$ cat src/rtl/cheby_arbiter.sv
// cheby_arbiter: round-robin sharing of one cheby_BF16 unit among N_REQ requesters with in-order tag return
module cheby_arbiter #(
  parameter int N_REQ = 4,
  parameter int DEPTH = 4,
  parameter int IDW   = 2
) (
  input  logic                  clk,
  input  logic                  rst,
  input  logic [N_REQ-1:0]      req_valid,
  input  logic [16*N_REQ-1:0]   req_data,
  output logic [N_REQ-1:0]      req_ready,
  output logic [N_REQ-1:0]      resp_valid,
  output logic [15:0]           resp_data,
  input  logic [N_REQ-1:0]      resp_ready,
  output logic                  u_in_valid,
  output logic [15:0]           u_in_data,
  input  logic                  u_in_ready,
  input  logic                  u_out_valid,
  input  logic [15:0]           u_out_data,
  output logic                  u_out_ready,
  output logic                  err
);
  localparam int AW = $clog2(DEPTH);
  typedef enum logic {IDLE, ISSUE} state_t;
  state_t state;
  logic [IDW-1:0] gnt, rr_ptr, win, k, head;
  logic [IDW-1:0] tags [DEPTH];
  logic [AW-1:0] wr_ptr, rd_ptr;
  logic [AW:0] count;
  logic push, pop, empty;
  // winner is the first valid requester at or above rr_ptr, wrapping; scan downward so the nearest wins
  always_comb begin
    win = rr_ptr;
    k = '0;
    for (int i = N_REQ - 1; i >= 0; i--) begin
      k = IDW'((int'(rr_ptr) + i) % N_REQ);
      if (req_valid[k]) win = k;
    end
  end
  // issue side follows the registered grant; response side steers by the FIFO head tag
  always_comb begin
    head = tags[rd_ptr];
    empty = count == '0;
    u_in_valid = state == ISSUE;
    u_in_data = req_data[{gnt, 4'b0000} +: 16];
    req_ready = {N_REQ{u_in_valid & u_in_ready}} & (N_REQ'(1) << gnt);
    push = u_in_valid & u_in_ready;
    resp_valid = {N_REQ{u_out_valid & ~empty}} & (N_REQ'(1) << head);
    resp_data = u_out_data;
    u_out_ready = ~empty & resp_ready[head];
    pop = u_out_valid & u_out_ready;
  end
  // issue FSM, tag FIFO bookkeeping and sticky protocol error
  always_ff @(posedge clk) begin
    if (!rst) begin
      state <= IDLE;
      gnt <= '0;
      rr_ptr <= '0;
      wr_ptr <= '0;
      rd_ptr <= '0;
      count <= '0;
      err <= 1'b0;
    end else begin
      if (state == IDLE && |req_valid && count != (AW+1)'(DEPTH)) begin
        gnt <= win;
        state <= ISSUE;
      end else if (push) begin
        state <= IDLE;
        rr_ptr <= gnt == IDW'(N_REQ - 1) ? '0 : gnt + 1'b1;
      end
      if (push) begin
        tags[wr_ptr] <= gnt;
        wr_ptr <= wr_ptr + 1'b1;
      end
      if (pop) rd_ptr <= rd_ptr + 1'b1;
      count <= count + (AW+1)'(push) - (AW+1)'(pop);
      if ((u_out_valid && empty) || (state == ISSUE && !req_valid[gnt])) err <= 1'b1;
    end
  end
endmodule

$ cat config.mk
export PLATFORM = sky130hd
export DESIGN_NAME = cheby_arbiter
export DESIGN_NICKNAME = d
export VERILOG_FILES = /design/src/rtl/cheby_arbiter.sv
export SDC_FILE = /design/constraint.sdc
export NUM_CORES = 1
export LEC_CHECK = 0
export ABC_AREA = 1
export ABC_CLOCK_PERIOD_IN_PS = 3300
export CORE_ASPECT_RATIO = 0.75
export CORE_UTILIZATION = 37
export CTS_CLUSTER_SIZE = 40
export DETAILED_ROUTE_END_ITERATION = 6
export GPL_TIMING_DRIVEN = 0
export PLACE_DENSITY_LB_ADDON = 0.3
export SYNTH_ARGS = -nofsm -noshare
export SYNTH_HDL_FRONTEND = slang
export SYNTH_SLANG_ARGS = --single-unit
$ cat constraint.sdc
create_clock -name clk -period 3.3 [get_ports clk]
set_clock_uncertainty 0.2 [all_clocks]
set_input_delay 0.66 -clock clk [delete_from_list [all_inputs] [get_ports clk]]
set_output_delay 0.66 -clock clk [all_outputs]
set_load 0.1 [all_outputs]
==> results.ini <==
[critical_path]
cpPeakStageDelay_ns=0.84
startpoint_type=input port
slowest_stage=dlygate4sd2_1
crit_fanout=4
crit_path_cell_trace=clkdlybuf4s50_1 -> inv_1 -> nand3_2 -> nand2_2 -> nor2_4 -> nand2_1 -> inv_1 -> dlygate4sd2_1
worst_r2r_path_depth=19
reg2reg_slack_ns=0.75
critical_path_class=input port to primary output
worstPathRequired_ns=2.44
setup.worst_path.start=resp_ready[1]
cp-endpoint=u_out_ready
worst_path_most_repeated_cell=inv_1
crit_arrival_ns=2.35
reg2reg_to=count[2]
endpoint_kind=primary output

[clock_network]
hold_buffers=0
cts_max_level=1
cts_buffer_depth=2
numCtsBuffers=3
cts_tree=yes
cts.sinks=23
path_clk_slew_ns=0.08
cts_root_buf=clkbuf_8
clk_latency_ns=0.26
cts_setup_buffers=0

[detailed_routing]
wl_um=6390
drt_iter0_drc=109
route.met2.wl_um=3280
routed-via-count=2477
drt_first_pass_iters=4
wl_met1_um=2710
drc=0
via_per_inst=4.86
dr_wl_met3_um=292
final_antenna_net_count=0
routedWlPerCell_um=12.5
top_layer_used=met4

[sta]
final.period_utilization_pct=97.4
slew_headroom_pct=34.5
worst_pin_slew_ns=0.979
slew_violations=0
finalCriticalPeriod_ns=3.21
final_hold_viol_count=0
setup_violations=0
rsz0062_at_grt=false
fmax_mhz=311

[synth]
synth.avg_cell_area_um2=6.67
async_reset_ff_share_pct=0
ys.flop_type=dfxtp_1
ys_types=31
synth_seq_cells=23
synth_nets=417
syn_inst=314
yosysSeqAreaShare_pct=25.8
synth_warnings=0
netlist_area_um2=2100
synth_edf_count=8

[placement]
place_hpwl_um=5280
gp_congestion=0.833
port_buffers=117
place_inst=506
dpl_cell_area_um2=3430

[job]
maxCapViolCount=0

[grt]
grtUsageTotal_pct=22.3
grt_pass1_wl_um=10500
grt_max_degree=14
gr-total-overflow=0
grt_pass1_vias=2395
antenna_found_initial=0

[worst_hold_path]
min_path_type=flip-flop to flip-flop

[pwr]
peakVddDrop_mv=0.701
power.density_nw_per_um2=873
p_leak_uw=0.00151

[floorplan]
start_util_pct=38.7
row_count=23
die_h_um=67.2
design.die.area_um2=5970
core_area_um2=5410
die_x_um=88.9
io_pins=135

[outcome]
status=completed

[cells_and_area]
register_area_um2=541
nets=539
final_area_um2=3390
layoutNonFillerInstCount=510
antenna_cells=0
fill_cells=518
syn_to_final_growth_pct=61.7
multiInputGateArea_um2=1260
drive_above_1_share_pct=20.5

-- what timing repair did --
action,4_1_cts,5_1_grt
pin swaps,0,0
setup endpoints to repair,25,20
gates resized for setup,66,44
-- through the flow --
| stage | power [uW] | utilization (%) | hold slack (ns) | setup TNS (ns) | setup slack [ns] |
|---|---|---|---|---|---|
| 6_report | 2960 | 62.7 | 0.315 | 0 | 0.0869 |
| 5_1_grt | 3130 | 62.7 | 0.382 | 0 | 0.00195 |
| 4_1_cts | 3030 | 64.6 | 0.323 | 0 | 0.00159 |
| 3_5_place_dp | 2900 | 63.3 | 0.275 | -5.66 | -0.444 |
| 3_3_place_gp | 2870 | 63.3 | 0.268 | -5.64 | -0.443 |
| 2_1_floorplan | 2320 | - | 0.265 | -1.00 | -0.335 |
-- layer usage --
| layer | track usage (%) | vias up |
|---|---|---|
| met5 | 0 | - |
| met4 | 7.06 | 0 |
| met3 | 3.42 | 14 |
| met2 | 41.3 | 74 |
| met1 | 26.6 | 1138 |
| li1 | - | 1251 |
-- worst max-delay path, delay by kind of cell --
family                 cells  cell delay [ns]
and+or+nand+nor            4             0.31
buffers and inverters      4             1.38
-- Yosys cell counts, types with 3 or more instances --
cell type	number	area (um^2)
a21oi_1	12	60.1
buf_2	3	15.0
buf_4	17	128
clkbuf_1	10	37.5
dfxtp_1	15	300
edfxtp_1	8	240
ha_1	10	125
inv_1	37	139
inv_2	5	18.8
nand2_1	39	146
nand2_2	6	37.5
nand2_4	4	45.0
nand3_1	12	60.1
nand3_2	7	70.1
nor2_1	46	173
nor3_1	5	25.0
o21ai_0	41	205
o21ai_1	4	20.0
o22ai_1	16	100
-- state kept, by name, summed over array words and instances (netlist names), named ones only --
| register | cells |
|---|---|
| count | 3 |
| err | 1 |
| u_in_valid | 1 |
| rd_ptr | 2 |
| gnt | 2 |
| tags | 8 |
| rr_ptr | 2 |
| wr_ptr | 2 |
-- power breakdown --
part / leakage [uW] / internal (uW) / switching (uW)
Clock: 0.0000255 / 84.2 / 87.2
Sequential: 0.000197 / 356 / 56.8
Combinational: 0.00129 / 547 / 1830
-- area by class of cell --
class / count / area share [%]
sequential: 23 / 15.9
tap: 75 / 2.77
clock buffer: 3 / 1.22
inverter: 44 / 5.09
multi-input combinational: 216 / 37.1
buffer: 31 / 5.72
timing repair buffer: 117 / 32.0
clock inverter: 1 / 0.148
-- cell families (layout without fill, tap and decap cells) --
family | Yosys count | after routing | synth area share (%)
xor gates and xnor gates | 4 | 4 | 1.67
and+or+nand+nor | 125 | 125 | 28.8
AOI/OAI and AO/OA | 76 | 76 | 19.4
buffers and inverters | 75 | 196 | 17.4
adders and majority gates | 11 | 11 | 6.93
DFF | 23 | 23 | 25.8
-- cells in the final DEF (no fill, tap or decap), drive strengths merged --
cell	count
clkdlybuf4s50	92
nor2	49
nand2	49
o21ai	45
inv	43
buf	36
nand3	19
o22ai	16
clkbuf	16
dfxtp	15
a21oi	12
ha	10
edfxtp	8
nor3	5
clkdlybuf4s15	5
a211oi	2
xnor2	2
xor2	2
nand4	2
clkinv	2
and3	1
a31oi	1
fa	1
clkdlybuf4s18	1
dlygate4sd2	1
-- how the worst min path moves through the flow --
stage,from,to,slack (ns),cells after the start
3_5_place_dp,err,err,0.27,2
5_1_grt,wr_ptr[1],wr_ptr[1],0.38,2
6_report,err,err,0.31,2
2_1_floorplan,rd_ptr[1],flip-flop,0.27,2
4_1_cts,err,err,0.32,2
3_3_place_gp,err,err,0.27,2
Power figures use the tool's default switching activity.
